### src/rtl/seq_detector_compare.sv
// Lockstep Mealy/Moore detectors for one programmable bit pattern. Both machines
// share a generated next-state table, count their hits, and are cross-checked
// every cycle. Any disagreement sets a sticky error flag.
module seq_detector_compare #(
  parameter int                 SEQ_LEN = 4,
  parameter logic [SEQ_LEN-1:0] PATTERN = 4'b1011,
  parameter bit                 OVERLAP = 1'b1,
  parameter int                 CNT_W   = 8,
  localparam int                SW      = $clog2(SEQ_LEN + 1)
) (
  input  logic             clk,
  input  logic             reset,
  input  logic             clear,
  input  logic             data_valid,
  input  logic             data_in,
  output logic             z_mealy,
  output logic             z_moore,
  output logic [SW-1:0]    state_mealy,
  output logic [SW-1:0]    state_moore,
  output logic [CNT_W-1:0] mealy_count,
  output logic [CNT_W-1:0] moore_count,
  output logic             agree,
  output logic             error
);

  if (SEQ_LEN < 2 || SEQ_LEN > 16) begin : g_len_check
    $error("seq_detector_compare: SEQ_LEN must be in 2..16");
  end

  // Pattern bit i in arrival order; PATTERN's MSB is received first.
  function automatic int pat_bit(input int i);
    return int'(PATTERN[SEQ_LEN-1-i]);
  endfunction

  // Length of the longest proper border of the whole pattern.
  function automatic int border_len();
    int best;
    bit ok;
    best = 0;
    for (int k = 1; k < SEQ_LEN; k++) begin
      ok = 1'b1;
      for (int i = 0; i < k; i++) begin
        if (pat_bit(i) != pat_bit(SEQ_LEN - k + i)) ok = 1'b0;
      end
      if (ok) best = k;
    end
    return best;
  endfunction

  // Longest suffix of prefix(s) followed by b that is also a pattern prefix.
  // A result of SEQ_LEN means the pattern has just completed.
  function automatic int raw_next(input int s, input int b);
    int best;
    int c;
    bit ok;
    best = 0;
    for (int k = 1; k <= s + 1; k++) begin
      if (k <= SEQ_LEN) begin
        ok = 1'b1;
        for (int i = 0; i < k; i++) begin
          c = (s + 1 - k + i == s) ? b : pat_bit(s + 1 - k + i);
          if (c != pat_bit(i)) ok = 1'b0;
        end
        if (ok) best = k;
      end
    end
    return best;
  endfunction

  localparam int N_ENT = 2 * (SEQ_LEN + 1);
  localparam int FB_I  = OVERLAP ? border_len() : 0;

  // Entry (2*s + b) is the raw successor of state s on bit b. The detected
  // state SEQ_LEN continues from the fallback state, exactly as the Mealy
  // machine does after it reports a hit.
  function automatic logic [N_ENT*SW-1:0] build_tbl();
    logic [N_ENT*SW-1:0] t;
    int f;
    t = '0;
    for (int s = 0; s <= SEQ_LEN; s++) begin
      for (int b = 0; b < 2; b++) begin
        f = (s == SEQ_LEN) ? raw_next(FB_I, b) : raw_next(s, b);
        t[(2*s+b)*SW +: SW] = SW'(f);
      end
    end
    return t;
  endfunction

  localparam logic [N_ENT*SW-1:0] NEXT_TBL = build_tbl();
  localparam logic [SW-1:0]       FULL     = SW'(SEQ_LEN);
  localparam logic [SW-1:0]       LAST     = SW'(SEQ_LEN - 1);
  localparam logic [SW-1:0]       FB       = SW'(FB_I);
  localparam logic [CNT_W-1:0]    CNT_MAX  = {CNT_W{1'b1}};

  logic [SW-1:0]    state_mealy_q, state_moore_q;
  logic [SW-1:0]    mealy_step, moore_step;
  logic [SW-1:0]    mealy_nxt, moore_nxt;
  logic             mealy_hit_q, moore_hit;
  logic [CNT_W-1:0] mealy_cnt_q, moore_cnt_q;
  logic             error_q;
  int               idx_me, idx_mo;

  // Next-state lookup for both machines plus the combinational hit terms.
  always_comb begin
    idx_me     = int'({state_mealy_q, data_in});
    idx_mo     = int'({state_moore_q, data_in});
    mealy_step = NEXT_TBL[idx_me*SW +: SW];
    moore_step = NEXT_TBL[idx_mo*SW +: SW];
    mealy_nxt  = (mealy_step == FULL) ? FB : mealy_step;
    moore_nxt  = moore_step;
    z_mealy    = data_valid && (state_mealy_q == LAST) && (data_in == PATTERN[0]);
    moore_hit  = data_valid && (moore_step == FULL);
  end

  // State, hit history, saturating counters and the sticky mismatch flag.
  always_ff @(posedge clk or negedge reset) begin
    if (!reset) begin
      state_mealy_q <= '0;
      state_moore_q <= '0;
      mealy_hit_q   <= 1'b0;
      mealy_cnt_q   <= '0;
      moore_cnt_q   <= '0;
      error_q       <= 1'b0;
    end else if (clear) begin
      state_mealy_q <= '0;
      state_moore_q <= '0;
      mealy_hit_q   <= 1'b0;
      mealy_cnt_q   <= '0;
      moore_cnt_q   <= '0;
      error_q       <= 1'b0;
    end else begin
      if (data_valid) begin
        state_mealy_q <= mealy_nxt;
        state_moore_q <= moore_nxt;
        mealy_hit_q   <= z_mealy;
        if (z_mealy && mealy_cnt_q != CNT_MAX) mealy_cnt_q <= mealy_cnt_q + 1'b1;
        if (moore_hit && moore_cnt_q != CNT_MAX) moore_cnt_q <= moore_cnt_q + 1'b1;
      end
      if (!agree) error_q <= 1'b1;
    end
  end

  assign z_moore     = (state_moore_q == FULL);
  assign agree       = (mealy_hit_q == z_moore);
  assign state_mealy = state_mealy_q;
  assign state_moore = state_moore_q;
  assign mealy_count = mealy_cnt_q;
  assign moore_count = moore_cnt_q;
  assign error       = error_q;

endmodule

### config.mk
export PLATFORM = sky130hd
export DESIGN_NAME = seq_detector_compare
export DESIGN_NICKNAME = d
export VERILOG_FILES = /design/src/rtl/seq_detector_compare.sv
export SDC_FILE = /design/constraint.sdc
export NUM_CORES = 1
export LEC_CHECK = 0
export ABC_AREA = 1
export ABC_CLOCK_PERIOD_IN_PS = 1310
export CAP_MARGIN = 20
export CORE_MARGIN = 2
export CORE_UTILIZATION = 47
export CTS_CLUSTER_DIAMETER = 120
export DETAILED_ROUTE_END_ITERATION = 16
export PLACE_DENSITY_LB_ADDON = 0.15
export REMOVE_ABC_BUFFERS = 1
export SYNTH_ARGS = -nofsm -noshare
export SYNTH_HDL_FRONTEND = slang
export SYNTH_SLANG_ARGS = --single-unit
### constraint.sdc
create_clock -name clk -period 1.31 [get_ports clk]
set_clock_uncertainty 0.1 [all_clocks]
set_input_delay 0.393 -clock clk [delete_from_list [all_inputs] [get_ports clk]]
set_output_delay 0.393 -clock clk [all_outputs]
set_load 0.1 [all_outputs]
==> results of run 1 <==
stage by stage:
stage	worst slack [ns]	utilization
after floorplan	-1.39	-
after global placement	-0.758	0.771
after detailed placement	-0.793	0.771
after CTS	-0.484	0.931
cell usage after synthesis:
library cell	instances	area, µm²
nor2_4	1	11.3
buf_2	1	5.00
o21ai_2	2	17.5
o21ai_0	6	30.0
xnor2_1	1	8.76
nor2_1	17	63.8
inv_1	30	113
dfrtp_1	24	601
o21ai_1	1	5.00
inv_4	1	6.26
nor2_2	5	31.3
nand3_2	4	40.0
ha_1	10	125
clkbuf_1	1	3.75
xor2_1	6	52.6
nand3_1	38	190
nand2_2	3	18.8
inv_2	5	18.8
or2_2	1	6.26
nand2_1	66	248
o21bai_1	1	7.51
nand4_1	3	18.8
cells by family after synthesis:
| logic type | after synthesis | share of synthesized area |
|---|---|---|
| flip-flops | 24 | 0.370 |
| XOR/XNOR | 7 | 0.0378 |
| AO/OA/AOI/OAI | 10 | 0.0370 |
| buffers and inverters | 38 | 0.0903 |
| AND/OR/NAND/NOR | 138 | 0.387 |
| adder cells (fa/ha/maj) | 10 | 0.0772 |
what timing repair did:
action                     4_1_cts
pin swaps                       14
setup endpoints to repair       50
gates resized for setup         77
buffers inserted                31
==> results.cfg, run 1 <==
[status]
status = stopped before the end
stop_stage = 5_1_grt
toolErrorMsg = [ERROR DPL-0038] Utilization greater than 100%, impossible to legalize

[clock_tree]
ctsHtreeMaxLevel = 1
clkSinkCount = 24
holdBufCountCts = 0
clockBufferDepth = 2
cts_root_buf = clkbuf_4
numCtsBuffers = 3

[logic_synthesis]
syn_inst = 227
synthesis.area_mm2 = 0.00162
ys_seq_elements = 24
avgSynthCellArea_um2 = 7.14
synth_cell_types = 22
ys_seq_area_frac = 0.370
ys_warn_count = 0

[placement]
port_buffers = 30
placed_area_mm2 = 0.00257
dp_cells = 343
hpwl_mm = 3.14
place_congestion = 0.878

[die]
io_pins = 31
start_util = 0.486
rows = 21
die_h_um = 62.7
die_width_um = 62.7

[timing]
grt_repair_worst_endpoint = agree
worst-ep-kind = top-level output

[grt]
grt_max_degree = 25
==> run 2: changes to the inputs <==
Settings changed: ABC_CLOCK_PERIOD_IN_PS 1310 to 1700, CORE_UTILIZATION 47 to 40, CTS_CLUSTER_DIAMETER 120 to unset.
Clock period 1.31 ns to 1.7 ns, I/O delays scaled along.
==> results.cfg, run 2 <==
[status]
status = complete, but fails checks
violations = negative setup slack

[power_and_ir_drop]
power_density_mw_per_mm2 = 502
vdd_drop_max_mv = 0.271
p_leak_nw = 1.34

[logic_synthesis]
synth_cell_types = 22
synth.most_common_cell = nand2_1
synth_common_cells = nand2_1 (66), nand3_1 (38), inv_1 (30), dfrtp_1 (24), nor2_1 (17)
syn_inst = 227
ys_warn_count = 0
synth_top_area_cell = dfrtp_1
synthesis.area_mm2 = 0.00162
yosys-top-cells-area = dfrtp_1 (37%), nand2_1 (15%), nand3_1 (12%), ha_1 (7.7%), inv_1 (6.9%)
ys_seq_elements = 24
ys_seq_area_frac = 0.370
synth_edf_count = 0
synthFlopType = dfrtp_1
synth_top_area_share = 0.370
async_reset_ff_frac = 1.00
avgSynthCellArea_um2 = 7.14

[clock_tree]
cts_tree = done
numCtsBuffers = 3
path_clk_slew_ns = 0.09
ctsHtreeMaxLevel = 1
clkSinkCount = 24
cts_root_buf = clkbuf_8
worstSkewPairLatency_ns = 0.26
clockBufferDepth = 2

[die]
die_width_um = 67.7
die_h_um = 67.7
io_pins = 31
rows = 23
dieArea_mm2 = 0.00458
start_util = 0.411
core_mm2 = 0.00394

[setup_path]
required_ns = 1.09
crit_type = flop to output port
cp-start-kind = flop
critical_path_arrival_ns = 1.21
crit_path_end_kind = output port
critPathMaxFanout = 2

[route]
drcViolationCount = 0
wl_per_cell_um = 11.0
vias = 1596
drt_iter0_markers = 103
routed_wl_mm = 3.71
postRouteAntennaNets = 0
first_pass_iters = 4
viasPerCell = 4.75

[timing]
drv_slew = 0
tns_ns = -0.222
fmax_mhz = 548
period_needed_ns = 1.82
worst_slew_pin_slew_ns = 0.310
setup_ws_ns = -0.124
period_share = 1.07
relSlewSlack = 0.794
hold_viol = 0
holdWs_ns = 0.459
rsz0062_at_grt = true
setup_viol = 3

[final_layout]
final_cell_mix = nand2_1 (65), nand3_1 (35), inv_1 (27), buf_12 (27), buf_4 (26)
drive_gt1_frac = 0.318
final_nets = 302
n_antenna_cell = 0
area_growth_pct = 58.1
final_common_cell = nand2_1

[grt]
grt_max_degree = 25
gr-total-overflow = 0
grt_use_total = 0.184
antenna_found_initial = 0
grt_pass1_wl_mm = 6.50
grt_pass1_vias = 1537

[hold_path]
min_path_type = flop to flop

[placement]
place_congestion = 0.825
hpwl_mm = 2.80
port_buffers = 30

[flow_run]
cap_violations = 0
[run 2: cell counts after synthesis]
Identical to the previous run, type by type.
[run 2: cell type report]
cell class	instances	area (µm²)
fillers	310	1380
multi-input cells	165	942
repair buffers	57	766
flip-flops and latches	24	601
inverters	36	138
well taps	50	62.6
clock buffers	4	55.1
[run 2: logic make-up after synthesis]
kind of cell             after synthesis  share of synthesized area
AND/OR/NAND/NOR                      138                      0.387
buffers and inverters                 38                     0.0903
flip-flops                            24                      0.370
AO/OA/AOI/OAI                         10                     0.0370
adder cells (fa/ha/maj)               10                     0.0772
XOR/XNOR                               7                     0.0378
[run 2: per-layer routing]
| layer | vias to the layer above | global-route usage | routed length (µm) |
|---|---|---|---|
| met3 | 4 | 0.0217 | 116 |
| met1 | 730 | 0.237 | 1700 |
| li1 | 832 | - | - |
| met5 | - | 0 | 0 |
| met2 | 30 | 0.316 | 1860 |
| met4 | 0 | 0.0638 | 37 |
[run 2: final timing paths]
kind,from,endpoint,slack [ns],cells past startpoint
worst max register to register,state_moore[0]$_DFFE_PN0P_,moore_count[3]$_DFFE_PN0P_,0.10,10
max in group asynchronous,reset,mealy_count[5]$_DFFE_PN0P_,0.86,2
worst min register to register,moore_count[0]$_DFFE_PN0P_,moore_count[0]$_DFFE_PN0P_,0.46,2
worst max-delay path,state_moore[1]$_DFFE_PN0P_,agree,-0.12,5
min in group asynchronous,reset,moore_count[0]$_DFFE_PN0P_,0.49,2
worst min-delay path,moore_count[0]$_DFFE_PN0P_,moore_count[0]$_DFFE_PN0P_,0.46,2
[run 2: where the power goes]
part,internal [W],switching [W]
clock,0.000207,0.000185
combinational,0.000117,0.000191
sequential,0.000580,0.00000721
[run 2: stage by stage]
step	setup slack, ns	cells	total power [W]	cell area, µm²	utilization
2_1_floorplan	-1.00	225	0.000752	1610	-
3_3_place_gp	-0.534	331	0.000891	2440	0.620
3_5_place_dp	-0.568	331	0.000893	2440	0.620
4_1_cts	-0.193	336	0.00130	2510	0.638
5_1_grt	-0.198	336	0.00135	2560	0.650
6_report	-0.124	336	0.00129	2560	0.650
[run 2: worst max-delay path, cell delays in order, from the launching register on]
cell and delay (ns):
dfrtp_1 0.40, inv_2 0.08, nand3_4 0.08, xor2_2 0.16, inv_2 0.07, buf_12 0.16
[run 2: what timing repair did]
item                                    CTS  global route
hold endpoints to repair                  0             0
buffers inserted                          1             0
hold buffers                              0             0
pin swaps                                 5             2
resized for setup                        14             9
endpoints found under the setup margin   23            14
gates cloned                              0             0
(Power assumes the default switching activity.)
